### config.mk
export PLATFORM = sky130hd
export DESIGN_NAME = mp_carry_resolver_flat
export DESIGN_NICKNAME = d
export VERILOG_FILES = /design/src/rtl/mpcr_pkg.sv /design/src/rtl/mp_carry_resolver_if.sv /design/src/rtl/mpcr_limb_fix.sv /design/src/rtl/mp_carry_resolver.sv /design/src/flat_wrapper.sv
export SDC_FILE = /design/constraint.sdc
export NUM_CORES = 1
export LEC_CHECK = 0
export CAP_MARGIN = 25
export CORE_ASPECT_RATIO = 0.7
export CORE_MARGIN = 2
export CORE_UTILIZATION = 40
export DETAILED_ROUTE_END_ITERATION = 12
export PLACE_DENSITY_LB_ADDON = 0.3
export SLEW_MARGIN = 20
export SYNTH_ARGS = -nofsm -noshare
export SYNTH_HDL_FRONTEND = slang
export SYNTH_SLANG_ARGS = --single-unit
### constraint.sdc
create_clock -name clk -period 4.3 [get_ports clk]
set_input_delay 0.86 -clock clk [delete_from_list [all_inputs] [get_ports clk]]
set_output_delay 0.86 -clock clk [all_outputs]
set_load 0.03 [all_outputs]
### src/rtl/mpcr_pkg.sv
// Shared types and the per-limb carry-correction helper for mp_carry_resolver.
// Optional frame check is enabled with MPCR_FRAME_CHECK_EN (used by the other files).
package mpcr_pkg;

   localparam int LIMB_W = 64;
   localparam logic [LIMB_W-1:0] LIMB_ONES = '1;

   typedef enum logic {COLLECT, DONE} state_t;

   // Adds the incoming carry to a limb the adder produced with carry-in 0.
   // The resolved carry-out is the adder's own carry or the ripple through an all-ones limb.
   function automatic logic [LIMB_W:0] carry_fix(input logic [LIMB_W-1:0] sum,
                                                 input logic              cin,
                                                 input logic              cout);
      logic [LIMB_W-1:0] limb;
      logic              cres;
      limb = sum + {{(LIMB_W-1){1'b0}}, cin};
      cres = cout | (cin & (sum == LIMB_ONES));
      return {cres, limb};
   endfunction

endpackage

### src/rtl/mp_carry_resolver_if.sv
// Limb-stream input and packed-sum output handshake of mp_carry_resolver.
// s_last/err exist only when MPCR_FRAME_CHECK_EN is defined.
interface mp_carry_resolver_if #(parameter int NUM_LIMBS = 4);
   import mpcr_pkg::*;

   logic                        s_valid;
   logic                        s_ready;
   logic [LIMB_W-1:0]           s_sum;
   logic                        s_carry;
   logic                        m_valid;
   logic                        m_ready;
   logic [LIMB_W*NUM_LIMBS-1:0] m_data;
   logic                        m_carry;
`ifdef MPCR_FRAME_CHECK_EN
   logic                        s_last;
   logic                        err;
`endif

   modport slave (
      input  s_valid, s_sum, s_carry, m_ready,
      output s_ready, m_valid, m_data, m_carry
`ifdef MPCR_FRAME_CHECK_EN
      , input s_last, output err
`endif
   );

   modport master (
      output s_valid, s_sum, s_carry, m_ready,
      input  s_ready, m_valid, m_data, m_carry
`ifdef MPCR_FRAME_CHECK_EN
      , output s_last, input err
`endif
   );

endinterface

### src/rtl/mpcr_limb_fix.sv
// Combinational correction of one limb: adds the running carry and resolves carry-out.
module mpcr_limb_fix
   import mpcr_pkg::*;
(
   input  logic [LIMB_W-1:0] sum,
   input  logic              cin,
   input  logic              cout,
   output logic [LIMB_W-1:0] limb,
   output logic              cres
);

   assign {cres, limb} = carry_fix(sum, cin, cout);

endmodule

### src/rtl/mp_carry_resolver.sv
// Serially resolves inter-limb carries and packs NUM_LIMBS limbs into one wide sum.
// Define MPCR_FRAME_CHECK_EN to add s_last framing and the err pulse.
module mp_carry_resolver
   import mpcr_pkg::*;
#(
   parameter int NUM_LIMBS = 4,
   parameter int CNT_W     = $clog2(NUM_LIMBS)
) (
   input logic                  clk,
   input logic                  rst_n,
   mp_carry_resolver_if.slave   bus
);

   localparam logic [CNT_W-1:0] LAST_CNT = CNT_W'(NUM_LIMBS - 1);

   state_t                      state_q, state_d;
   logic [CNT_W-1:0]            cnt_q, cnt_d;
   logic                        c_q, c_d;
   logic                        carry_q, carry_d;
   logic [LIMB_W*NUM_LIMBS-1:0] data_q;
   logic                        accept;
   logic                        last_cnt;
   logic                        drop;
   logic [LIMB_W-1:0]           fixed_limb;
   logic                        fixed_c;

   mpcr_limb_fix u_fix (
      .sum  (bus.s_sum),
      .cin  (c_q),
      .cout (bus.s_carry),
      .limb (fixed_limb),
      .cres (fixed_c)
   );

   assign accept   = bus.s_valid && (state_q == COLLECT);
   assign last_cnt = (cnt_q == LAST_CNT);

`ifdef MPCR_FRAME_CHECK_EN
   logic err_q;

   // An early s_last abandons the frame; a missing one only raises err.
   assign drop = accept && bus.s_last && !last_cnt;

   always_ff @(posedge clk or negedge rst_n) begin
      if (!rst_n) begin
         err_q <= 1'b0;
      end else begin
         err_q <= accept && (bus.s_last != last_cnt);
      end
   end

   assign bus.err = err_q;
`else
   assign drop = 1'b0;
`endif

   always_comb begin
      state_d = state_q;
      cnt_d   = cnt_q;
      c_d     = c_q;
      carry_d = carry_q;
      case (state_q)
         COLLECT: begin
            if (accept) begin
               if (drop) begin
                  cnt_d = '0;
                  c_d   = 1'b0;
               end else if (last_cnt) begin
                  carry_d = fixed_c;
                  state_d = DONE;
                  cnt_d   = '0;
                  c_d     = 1'b0;
               end else begin
                  cnt_d = cnt_q + 1'b1;
                  c_d   = fixed_c;
               end
            end
         end
         DONE: begin
            if (bus.m_ready) begin
               state_d = COLLECT;
            end
         end
      endcase
   end

   always_ff @(posedge clk or negedge rst_n) begin
      if (!rst_n) begin
         state_q <= COLLECT;
         cnt_q   <= '0;
         c_q     <= 1'b0;
         carry_q <= 1'b0;
      end else begin
         state_q <= state_d;
         cnt_q   <= cnt_d;
         c_q     <= c_d;
         carry_q <= carry_d;
      end
   end

   // Each corrected limb lands in the slot selected by the limb counter.
   always_ff @(posedge clk or negedge rst_n) begin
      if (!rst_n) begin
         data_q <= '0;
      end else begin
         for (int i = 0; i < NUM_LIMBS; i++) begin
            if (accept && !drop && (cnt_q == CNT_W'(i))) begin
               data_q[i*LIMB_W +: LIMB_W] <= fixed_limb;
            end
         end
      end
   end

   assign bus.s_ready = (state_q == COLLECT);
   assign bus.m_valid = (state_q == DONE);
   assign bus.m_data  = data_q;
   assign bus.m_carry = carry_q;

endmodule

### src/flat_wrapper.sv
// flat-port wrapper written by rule: the top's interface ports become plain ports
module mp_carry_resolver_flat import mpcr_pkg::*;
#(
   parameter int NUM_LIMBS = 4,
   parameter int CNT_W     = $clog2(NUM_LIMBS)
)
  (clk, rst_n, bus_s_valid, bus_s_sum, bus_s_carry, bus_m_ready, bus_s_ready, bus_m_valid, bus_m_data, bus_m_carry);
  mp_carry_resolver_if #(.NUM_LIMBS(NUM_LIMBS)) bus_i ();
  input logic clk;
  input logic rst_n;
  input wire logic [$bits(bus_i.s_valid)-1:0] bus_s_valid;
  input wire logic [$bits(bus_i.s_sum)-1:0] bus_s_sum;
  input wire logic [$bits(bus_i.s_carry)-1:0] bus_s_carry;
  input wire logic [$bits(bus_i.m_ready)-1:0] bus_m_ready;
  output wire logic [$bits(bus_i.s_ready)-1:0] bus_s_ready;
  output wire logic [$bits(bus_i.m_valid)-1:0] bus_m_valid;
  output wire logic [$bits(bus_i.m_data)-1:0] bus_m_data;
  output wire logic [$bits(bus_i.m_carry)-1:0] bus_m_carry;
  assign bus_i.s_valid = bus_s_valid;
  assign bus_i.s_sum = bus_s_sum;
  assign bus_i.s_carry = bus_s_carry;
  assign bus_i.m_ready = bus_m_ready;
  assign bus_s_ready = bus_i.s_ready;
  assign bus_m_valid = bus_i.m_valid;
  assign bus_m_data = bus_i.m_data;
  assign bus_m_carry = bus_i.m_carry;
  mp_carry_resolver #(.NUM_LIMBS(NUM_LIMBS), .CNT_W(CNT_W)) u_core (.clk(clk), .rst_n(rst_n), .bus(bus_i));
endmodule
==> results by group <==
Status
  • Status: completed

Floorplanning
  • Die Y: about 150 um
  • Core area: 30,000 um^2
  • Starting Density: around two fifths
  • Die Area: around 32,000 um^2
  • Row cnt: 53
  • Die width: 213 um
  • IO Count: between 300 and 400

STA
  • Final setup TNS: 0 ns
  • Period minus WS final: ~3.5 ns
  • Final period util: approximately four fifths
  • Worst-Margin Slew: roughly 1.0 ns
  • Final Hold Vio Count: 0
  • RSZ-0062 raised after global routing: no
  • FMAX: 286 MHz
  • Final setup viols: 0
  • Slew headroom: a little under a third
  • Max-slew violations: 0
  • Clock skew: ~0.015 ns

Place
  • Detailed placement HPWL: ~31,000 um
  • Port Buffers: ~330
  • Global placer's final weighted congestion: roughly 0.86

Clock tree
  • Gates resized, CTS repair: 0
  • CTS tree: built
  • Worst-skew pair later-pin latency: 0.55 ns
  • Num Clock Sinks: around 260
  • CTS root buf: clkbuf_16
  • H-tree levels: 1
  • Num CTS Buffers: 28
  • Bufs on Longest Clock Path: 3
  • Hold_buf cts: 0
  • Post-CTS setup buffer count: 0
  • CTS clk-pin slew, worst paths: 0.06 ns

Route
  • Via Count: 11,500
  • Via/cell ratio: approximately 5.5
  • Drt drc: 0
  • Post-Route WL: 43,900 um
  • DR WL/cell: ~21 um
  • Final ANT Viol Nets: 0
  • 1st-pass router iterations: 5
  • Iter 0 DRT Violations: 966

Synthesis
  • Synth Flop Type: dfrtp_1
  • Syn Nets: about 1,400
  • YS warnings: 0
  • Seq/Total Area, Yosys: between 50 and 60%
  • Cell variety after synth: 36
  • Seq cells post-synth: ~260
  • Mapped Area: about 12,000 um^2
  • Post-synth EDFFs: 0
  • Mean post-synth cell area: approximately 8.9 um^2
  • Post-Synthesis Cells: 1,363
  • Async set-or-reset flop fraction in the synthesized netlist: 100%

GRT
  • Vias in the first global route: around 11,000
  • Grt ovf: 0
  • Total GRT Usage: between 20% and 30%
  • Initial antenna violation count: 2
  • Largest net degree at the start of global routing: ~130
  • Global-route wire length before repair: approximately 67,000 um

Layout
  • Nets: about 1,700
  • Fill count: ~2,600
  • Most common cell after layout, fill and taps aside: clkdlybuf4s50_1
  • Area growth from synthesis to layout: 39.3%
  • Layout cell share with drive strength beyond 1: under 10%
  • Commonest cells after routing, fill and taps aside: clkdlybuf4s50_1, nand2_1, dfrtp_1

Worst setup path
  • CP Buf/Inv Count: 1
  • Slowest cell on the critical path: or4_1
  • CP max stage delay: 0.80 ns
  • Crit Path Class: in -> reg
  • Worst Setup Start Kind: input pin
  • Worst path cell trace: clkdlybuf4s50_1 -> nand4_1 -> or4_1 -> or4_1 -> o21ai_0 -> a31oi_1
  • Cell family with most CP delay: simple AND/OR/NAND/NOR gates
  • Crit-path max FO: 9
  • Crit. End Element: flop
  • CP Data Required Time: ~4.7 ns
  • Critical Path AT: between 3 and 4 ns
  • Most frequent CP cell: or4_1

Worst hold path
  • HP Class: in -> async

Pwr
  • Pwr per Cell Area: a little over 800 nW/um^2
  • P_leak: slightly above 7 nW
  • Total Power: 13.6 mW
  • Peak VDD IR: around 0.00044 V

Job
  • Number of max-cap violations: 0
-- cells by family after synthesis --
logic type               share of synthesized area, %
AO/OA/AOI/OAI                                    9.50
XOR/XNOR                                         2.88
adder cells (fa/ha/maj)                         0.617
buffers and inverters                            3.20
flip-flops                                       53.6
multiplexers                                     1.97
AND/OR/NAND/NOR                                  28.2
-- worst register-to-register path: cells and delay by family, from the launching register on --
family                   cells  cell delay [ns]
AND/OR/NAND/NOR              3             1.29
AO/OA/AOI/OAI                2             0.69
adder cells (fa/ha/maj)      1             0.23
flip-flops                   1             0.38
-- power breakdown --
part | switching, mW | internal (mW) | leakage, nW | total [mW]
clock | 1.00 | 1.41 | 0.454 | 2.41
combinational | 4.29 | 2.62 | 3.59 | 6.91
sequential | 0.714 | 3.61 | 3.20 | 4.33
total | 6.01 | 7.64 | 7.25 | 13.6
-- stage by stage --
| stage | area [um^2] | util (%) | std cells | hold slack (ns) | setup WS [ns] |
|---|---|---|---|---|---|
| 4_1_cts | 17000 | 56.6 | 2100 | 0.454 | 0.866 |
| 3_3_place_gp | 16000 | 53.5 | 2051 | 0.461 | 0.452 |
| 5_1_grt | 17000 | 56.6 | 2102 | 0.491 | 0.698 |
| 6_report | 17000 | 56.6 | 2102 | 0.373 | 0.806 |
| 2_1_floorplan | 12200 | - | 1363 | 0.558 | 1.33 |
| 3_5_place_dp | 16000 | 53.5 | 2051 | 0.467 | 0.292 |
-- Yosys cell counts (16+ instances only) --
master	n	area, um^2
xnor2_1	27	236
nor3_1	16	80.1
and2_1	28	175
mux2i_1	24	240
nand2_1	325	1220
nand3_1	85	425
a21oi_1	17	85.1
clkbuf_1	84	315
nor2_1	91	342
o21ai_0	158	791
nand4_1	37	231
dfrtp_1	261	6530
nor4_1	40	250
a31oi_1	24	150
nand3b_1	37	278
-- path summary, 6_finish.rpt --
check	from	to	slack, ns	cells after the start
setup / recovery	bus_s_sum[20]	u_core.bus.m_data[181]	0.81	6
max in group asynchronous	rst_n	u_core.bus.m_data[68]	2.95	2
setup reg to reg	u_core.c_q	u_core.bus.m_data[181]	1.56	6
min in group clk	u_core.bus.m_data[36]	u_core.bus.m_data[36]	0.48	2
hold / removal	rst_n	u_core.bus.m_data[15]	0.37	1
hold reg to reg	u_core.bus.m_data[36]	u_core.bus.m_data[36]	0.48	2
-- per-layer routing --
metal  global-route usage [%]  vias to the layer above  wire, um  part of all wire (%)
met4                     6.05                        0       966                   2.2
met3                     7.24                       64      3650                   8.3
met2                     40.6                      457     19100                    43
met5                        0                        -         0                     0
li1                         -                     5325         -                     -
met1                     40.4                     5638     20200                    46
-- state kept, by name, indices dropped and copies added (netlist names) --
| name | count |
|---|---|
| u_core.c_q | 1 |
| u_core.cnt_q | 2 |
| u_core.bus.m_valid | 1 |
| u_core.bus.m_carry | 1 |
| u_core.bus.m_data | 256 |
-- layout make-up --
type                    count  area [um^2]  area share (%)
flip-flops and latches    261         6530            38.5
multi-input cells        1000         5290            31.2
repair buffers            374         3690            21.8
clock buffers              40          837            4.94
well taps                 412          515            3.04
clock inverters             9         76.3           0.450
inverters                   4         15.0          0.0885
diodes                      2         5.00          0.0295
No activity file was read; power rests on OpenSTA's default activity.
